$ cat config.mk
export PLATFORM = sky130hd
export DESIGN_NAME = apb_uart_master_flat
export DESIGN_NICKNAME = d
export VERILOG_FILES = /design/src/rtl/apb_uart_pkg.sv /design/src/rtl/apb_uart_if.sv /design/src/rtl/apb_wait_timer.sv /design/src/rtl/apb_uart_master.sv /design/src/flat_wrapper.sv
export SDC_FILE = /design/constraint.sdc
export NUM_CORES = 1
export LEC_CHECK = 0
export CAP_MARGIN = 20
export CELL_PAD_IN_SITES_DETAIL_PLACEMENT = 1
export CELL_PAD_IN_SITES_GLOBAL_PLACEMENT = 1
export CORE_ASPECT_RATIO = 1.1
export CORE_MARGIN = 5
export CORE_UTILIZATION = 33
export DETAILED_ROUTE_END_ITERATION = 8
export MAX_ROUTING_LAYER = met4
export PLACE_DENSITY_LB_ADDON = 0.1
export SLEW_MARGIN = 10
export SYNTH_ARGS = -nofsm -noshare
export SYNTH_HDL_FRONTEND = slang
export SYNTH_SLANG_ARGS = --single-unit
$ cat constraint.sdc
create_clock -name PCLK -period 4 [get_ports PCLK]
set_input_delay 0.8 -clock PCLK [delete_from_list [all_inputs] [get_ports PCLK]]
set_output_delay 0.8 -clock PCLK [all_outputs]
set_load 0.1 [all_outputs]
$ cat src/rtl/apb_uart_pkg.sv
// Shared FSM encoding, register map and helpers for the APB-UART requester.
package apb_uart_pkg;

    typedef enum logic [1:0] {
        IDLE   = 2'd0,
        SETUP  = 2'd1,
        ACCESS = 2'd2,
        RESP   = 2'd3
    } apb_state_t;

    localparam logic [7:0] ADDR_TXPUSH_RXPOP = 8'h00;
    localparam logic [7:0] ADDR_TXDATA       = 8'h04;
    localparam logic [7:0] ADDR_STAT_A       = 8'h08;
    localparam logic [7:0] ADDR_RXDATA       = 8'h0C;

    localparam logic [7:0] DEFAULT_MAX_ADDR       = ADDR_RXDATA;
    localparam int         DEFAULT_TIMEOUT_CYCLES = 16;

    // Word-aligned and inside the register map.
    function automatic logic addr_legal(input logic [7:0] addr, input logic [7:0] max_addr);
        return (addr[1:0] == 2'b00) && (addr <= max_addr);
    endfunction

endpackage

$ cat src/rtl/apb_uart_if.sv
// Command/response stream plus APB requester signals of the APB-UART master.
interface apb_uart_if;

    logic       cmd_valid;
    logic       cmd_ready;
    logic       cmd_write;
    logic [7:0] cmd_addr;
    logic [7:0] cmd_wdata;

    logic       rsp_valid;
    logic       rsp_ready;
    logic [7:0] rsp_rdata;
    logic       rsp_err;

    logic       PSEL;
    logic       PENABLE;
    logic       PWRITE;
    logic [7:0] PADDR;
    logic [7:0] PWDATA;
    logic [7:0] PRDATA;
    logic       PREADY;

    modport master (
        input  cmd_valid, cmd_write, cmd_addr, cmd_wdata, rsp_ready, PRDATA, PREADY,
        output cmd_ready, rsp_valid, rsp_rdata, rsp_err,
        output PSEL, PENABLE, PWRITE, PADDR, PWDATA
    );

    modport slave (
        output cmd_valid, cmd_write, cmd_addr, cmd_wdata, rsp_ready, PRDATA, PREADY,
        input  cmd_ready, rsp_valid, rsp_rdata, rsp_err,
        input  PSEL, PENABLE, PWRITE, PADDR, PWDATA
    );

endinterface

$ cat src/rtl/apb_wait_timer.sv
// ACCESS-phase wait counter; expired fires on the LIMIT-th consecutive tick.
module apb_wait_timer #(
    parameter int LIMIT = 16
) (
    input  logic clk,
    input  logic rst,
    input  logic clear,
    input  logic tick,
    output logic expired
);

    localparam int W = $clog2(LIMIT + 1);

    logic [W-1:0] count;

    assign expired = tick && (count == W'(LIMIT - 1));

    always_ff @(posedge clk or posedge rst) begin
        if (rst) begin
            count <= '0;
        end else if (clear) begin
            count <= '0;
        end else if (tick && !expired) begin
            count <= count + W'(1);
        end
    end

endmodule

$ cat src/rtl/apb_uart_master.sv
// APB requester bridging a cmd/rsp stream to the APB-UART slave port.
// Optional ACCESS timeout enabled by defining APB_MASTER_TIMEOUT_EN.
module apb_uart_master
    import apb_uart_pkg::*;
#(
    parameter logic [7:0] MAX_ADDR = DEFAULT_MAX_ADDR
`ifdef APB_MASTER_TIMEOUT_EN
    , parameter int TIMEOUT_CYCLES = DEFAULT_TIMEOUT_CYCLES
`endif
) (
    input logic        PCLK,
    input logic        PRESET,
    apb_uart_if.master bus
);

    apb_state_t state;
    logic       accept;
    logic       timeout;

    // Derived from the state register only, so no combinational path from cmd_valid.
    assign bus.cmd_ready = (state == IDLE);
    assign accept        = bus.cmd_valid && (state == IDLE);

`ifdef APB_MASTER_TIMEOUT_EN
    apb_wait_timer #(
        .LIMIT (TIMEOUT_CYCLES)
    ) u_wait_timer (
        .clk     (PCLK),
        .rst     (PRESET),
        .clear   (accept),
        .tick    ((state == ACCESS) && !bus.PREADY),
        .expired (timeout)
    );
`else
    assign timeout = 1'b0;
`endif

    // NOTE: every state/output register uses <= so all updates see pre-edge values.
    always_ff @(posedge PCLK or posedge PRESET) begin
        if (PRESET) begin
            state         <= IDLE;
            bus.PSEL      <= 1'b0;
            bus.PENABLE   <= 1'b0;
            bus.PWRITE    <= 1'b0;
            bus.PADDR     <= 8'h00;
            bus.PWDATA    <= 8'h00;
            bus.rsp_valid <= 1'b0;
            bus.rsp_rdata <= 8'h00;
            bus.rsp_err   <= 1'b0;
        end else begin
            unique case (state)
                IDLE: begin
                    if (accept) begin
                        if (addr_legal(bus.cmd_addr, MAX_ADDR)) begin
                            state      <= SETUP;
                            bus.PSEL   <= 1'b1;
                            bus.PWRITE <= bus.cmd_write;
                            bus.PADDR  <= bus.cmd_addr;
                            bus.PWDATA <= bus.cmd_wdata;
                        end else begin
                            state         <= RESP;
                            bus.rsp_valid <= 1'b1;
                            bus.rsp_err   <= 1'b1;
                            bus.rsp_rdata <= 8'h00;
                        end
                    end
                end
                SETUP: begin
                    state       <= ACCESS;
                    bus.PENABLE <= 1'b1;
                end
                ACCESS: begin
                    // A ready slave on the limit cycle still completes normally.
                    if (bus.PREADY) begin
                        state         <= RESP;
                        bus.PSEL      <= 1'b0;
                        bus.PENABLE   <= 1'b0;
                        bus.rsp_valid <= 1'b1;
                        bus.rsp_err   <= 1'b0;
                        bus.rsp_rdata <= bus.PWRITE ? 8'h00 : bus.PRDATA;
                    end else if (timeout) begin
                        state         <= RESP;
                        bus.PSEL      <= 1'b0;
                        bus.PENABLE   <= 1'b0;
                        bus.rsp_valid <= 1'b1;
                        bus.rsp_err   <= 1'b1;
                        bus.rsp_rdata <= 8'h00;
                    end
                end
                RESP: begin
                    if (bus.rsp_ready) begin
                        state         <= IDLE;
                        bus.rsp_valid <= 1'b0;
                        bus.rsp_err   <= 1'b0;
                        bus.rsp_rdata <= 8'h00;
                    end
                end
                default: state <= IDLE;
            endcase
        end
    end

endmodule

$ cat src/flat_wrapper.sv
// flat-port wrapper written by rule: the top's interface ports become plain ports
module apb_uart_master_flat import apb_uart_pkg::*;
#(
    parameter logic [7:0] MAX_ADDR = DEFAULT_MAX_ADDR

)
  (PCLK, PRESET, bus_cmd_valid, bus_cmd_write, bus_cmd_addr, bus_cmd_wdata, bus_rsp_ready, bus_PRDATA, bus_PREADY, bus_cmd_ready, bus_rsp_valid, bus_rsp_rdata, bus_rsp_err, bus_PSEL, bus_PENABLE, bus_PWRITE, bus_PADDR, bus_PWDATA);
  apb_uart_if bus_i ();
  input logic PCLK;
  input logic PRESET;
  input wire logic [$bits(bus_i.cmd_valid)-1:0] bus_cmd_valid;
  input wire logic [$bits(bus_i.cmd_write)-1:0] bus_cmd_write;
  input wire logic [$bits(bus_i.cmd_addr)-1:0] bus_cmd_addr;
  input wire logic [$bits(bus_i.cmd_wdata)-1:0] bus_cmd_wdata;
  input wire logic [$bits(bus_i.rsp_ready)-1:0] bus_rsp_ready;
  input wire logic [$bits(bus_i.PRDATA)-1:0] bus_PRDATA;
  input wire logic [$bits(bus_i.PREADY)-1:0] bus_PREADY;
  output wire logic [$bits(bus_i.cmd_ready)-1:0] bus_cmd_ready;
  output wire logic [$bits(bus_i.rsp_valid)-1:0] bus_rsp_valid;
  output wire logic [$bits(bus_i.rsp_rdata)-1:0] bus_rsp_rdata;
  output wire logic [$bits(bus_i.rsp_err)-1:0] bus_rsp_err;
  output wire logic [$bits(bus_i.PSEL)-1:0] bus_PSEL;
  output wire logic [$bits(bus_i.PENABLE)-1:0] bus_PENABLE;
  output wire logic [$bits(bus_i.PWRITE)-1:0] bus_PWRITE;
  output wire logic [$bits(bus_i.PADDR)-1:0] bus_PADDR;
  output wire logic [$bits(bus_i.PWDATA)-1:0] bus_PWDATA;
  assign bus_i.cmd_valid = bus_cmd_valid;
  assign bus_i.cmd_write = bus_cmd_write;
  assign bus_i.cmd_addr = bus_cmd_addr;
  assign bus_i.cmd_wdata = bus_cmd_wdata;
  assign bus_i.rsp_ready = bus_rsp_ready;
  assign bus_i.PRDATA = bus_PRDATA;
  assign bus_i.PREADY = bus_PREADY;
  assign bus_cmd_ready = bus_i.cmd_ready;
  assign bus_rsp_valid = bus_i.rsp_valid;
  assign bus_rsp_rdata = bus_i.rsp_rdata;
  assign bus_rsp_err = bus_i.rsp_err;
  assign bus_PSEL = bus_i.PSEL;
  assign bus_PENABLE = bus_i.PENABLE;
  assign bus_PWRITE = bus_i.PWRITE;
  assign bus_PADDR = bus_i.PADDR;
  assign bus_PWDATA = bus_i.PWDATA;
  apb_uart_master #(.MAX_ADDR(MAX_ADDR)) u_core (.PCLK(PCLK), .PRESET(PRESET), .bus(bus_i));
endmodule
==> run metrics <==
Die X 70.6 microns; Syn. warnings 0; final setup violation count 0; fmax 383 MHz; Int Pwr 0.846 mW; Vias 993; Rows 24; Least-Margin Pin Slew 0.991 ns; DRT iter0 DRCs 36; Finished Core Util 0.533; per-cell routed wire length 14.8 microns; power per cell area 779 nW/um^2; post-synthesis cell count 106; WP data arrival 1.81 ns; cts bufs inserted 5; Die Y 76.6 microns; Final Critical Period 2.61 ns; final wirelength 3320 microns; Root Buffer clkbuf_8; TritonCTS Sinks 31; nets 205; Clock transition at path regs 0.07 ns; final period utilization 0.653; syn_area_per_cell 12.6 sq um; hold slack 0.487 ns; RSZ-0062 raised after global routing false; n_diodes 0; sequential area share after synthesis 0.582; Clock Path Buffers 2; worst vdd ir 0.000446 V; die footprint 5410 sq um; Clk Latency, worst-skew pair 0.27 ns; CP Cell Sequence clkdlybuf4s50_1; status finished clean; most frequent cells in the layout clkdlybuf4s50_1 (58), dfrtp_1 (31), inv_1 (15); Post-DP Area 1980 sq um; Final Hold Vio Count 0; IO Pins 60; #FFs+latches synth 31; switch share 0.482; Worst Clk Skew 0.00441 ns; Core Region 3930 sq um; Setup crit start kind flip-flop; GRT Total Usage 0.130; cell family with most CP delay buffers and inverters; RD Place Congestion 0.832; Port Buffers 59; most common cell after layout, fill and taps aside clkdlybuf4s50_1; Post-Layout Inst Area 2100 sq um; WS Path Type reg2out; H-tree Lvls 2; largest net degree at the start of global routing 32; routed vias/inst 4.43; Psw 0.787 mW; Inst Count DP 216; ratio of cells with drive above 1 in the final layout 0.145; Slew HR 0.338; crit-path max FO 3; # DRC 0; HP Class reg2reg; Reg area 776 sq um; Clk pwr share 0.192; worst slack at placement 1.14 ns; CTS tree yes; Cell variety after synth 21; kind of end point of the critical path output pin; initial antenna violation count 0; # fillers 424; sequential share of power 0.259; Final ANT Viol Nets 0; post-CTS setup buffers 0; Post-CTS Hold Fix Bufs 0; initial core utilization 0.339; Post-CTS Resized 0; # Max-Cap Violations 0; crit path max-delay cell type clkdlybuf4s50_1; Syn Std Cell Area 1330 sq um; Buf/Inv on CP 1; Multi-input gate area 485 sq um; Pleak 0.999 nW; gr ovfl total 0; area grow syn2layout 57.3%; CP required 3.20 ns; first-pass GRT wire length 5420 microns; setup ws final 1.39 ns; vias in the first global route 1,121; DP HPWL 2600 microns; drt first pass iters 2; Design Power 1.63 mW; Gate power share 0.549; fin cells 224; Crit path largest cell delay 1.15 ns; fin. max-slew vios 0; TNS Setup 0 ns; Synthesized Nets 140
-- sequential cells by signal, indices dropped and copies added (netlist names) --
signal                cells
u_core.state              2
u_core.bus.rsp_valid      1
u_core.bus.PWRITE         1
u_core.bus.rsp_err        1
u_core.bus.PADDR          8
u_core.bus.rsp_rdata      8
u_core.bus.PENABLE        1
u_core.bus.PSEL           1
u_core.bus.PWDATA         8
-- cells in the mapped netlist --
library cell | count | area, sq um
nor2_1 | 5 | 18.8
and2_1 | 6 | 37.5
nor4_1 | 1 | 6.26
buf_6 | 1 | 11.3
inv_1 | 15 | 56.3
nor3_1 | 1 | 5.00
or3b_1 | 1 | 8.76
nand2_2 | 1 | 6.26
o21bai_1 | 1 | 7.51
nor2b_1 | 1 | 6.26
nand2_1 | 9 | 33.8
mux2_4 | 1 | 15.0
a221oi_4 | 1 | 26.3
and3_1 | 1 | 6.26
clkbuf_1 | 1 | 3.75
nand3_1 | 1 | 5.00
ha_1 | 4 | 50.1
mux2i_1 | 10 | 100
a22o_1 | 2 | 17.5
dfrtp_1 | 31 | 776
mux2_2 | 12 | 135
-- routing by layer --
| metal | up-vias | share of wire | GRT usage |
|---|---|---|---|
| met1 | 481 | 0.40 | 0.143 |
| met5 | - | 0 | - |
| met4 | 0 | 0.0018 | 0.0338 |
| met2 | 36 | 0.53 | 0.226 |
| met3 | 2 | 0.064 | 0.0409 |
| li1 | 474 | - | - |
-- layout make-up --
type | instances | share of cell area
repair buffers | 60 | 0.284
clock inverters | 2 | 0.0167
clock buffers | 6 | 0.0394
inverters | 15 | 0.0269
flip-flops and latches | 31 | 0.370
well taps | 52 | 0.0310
multi-input cells | 58 | 0.232
-- path summary, 6_finish.rpt --
path	startpoint	endpoint	slack, ns	depth (start not counted)
max in group asynchronous	PRESET	u_core.bus.rsp_rdata[4]	2.81	3
min reg2reg	u_core.bus.PADDR[1]	u_core.bus.PADDR[1]	0.49	1
max	u_core.bus.PSEL	bus_PSEL	1.39	1
min in group asynchronous	PRESET	u_core.bus.PADDR[2]	0.91	3
min	u_core.bus.PADDR[1]	u_core.bus.PADDR[1]	0.49	1
max reg2reg	u_core.state[0]	u_core.bus.rsp_err	1.70	5
-- power by group through the flow --
stage | sequential, mW | clock [mW] | combinational, mW
floorplan | 0.819 | 0 | 0.311
global placement | 0.427 | 0 | 0.888
detailed placement | 0.429 | 0 | 0.905
CTS | 0.424 | 0.326 | 0.906
global route | 0.432 | 0.335 | 0.939
finish | 0.423 | 0.313 | 0.896
-- cell families after synthesis --
logic type,share of synthesized area
AO/OA/AOI/OAI,0.0385
multiplexers,0.188
buffers and inverters,0.0535
adder cells (fa/ha/maj),0.0376
AND/OR/NAND/NOR,0.100
flip-flops,0.582
Power figures use the tool's default switching activity.
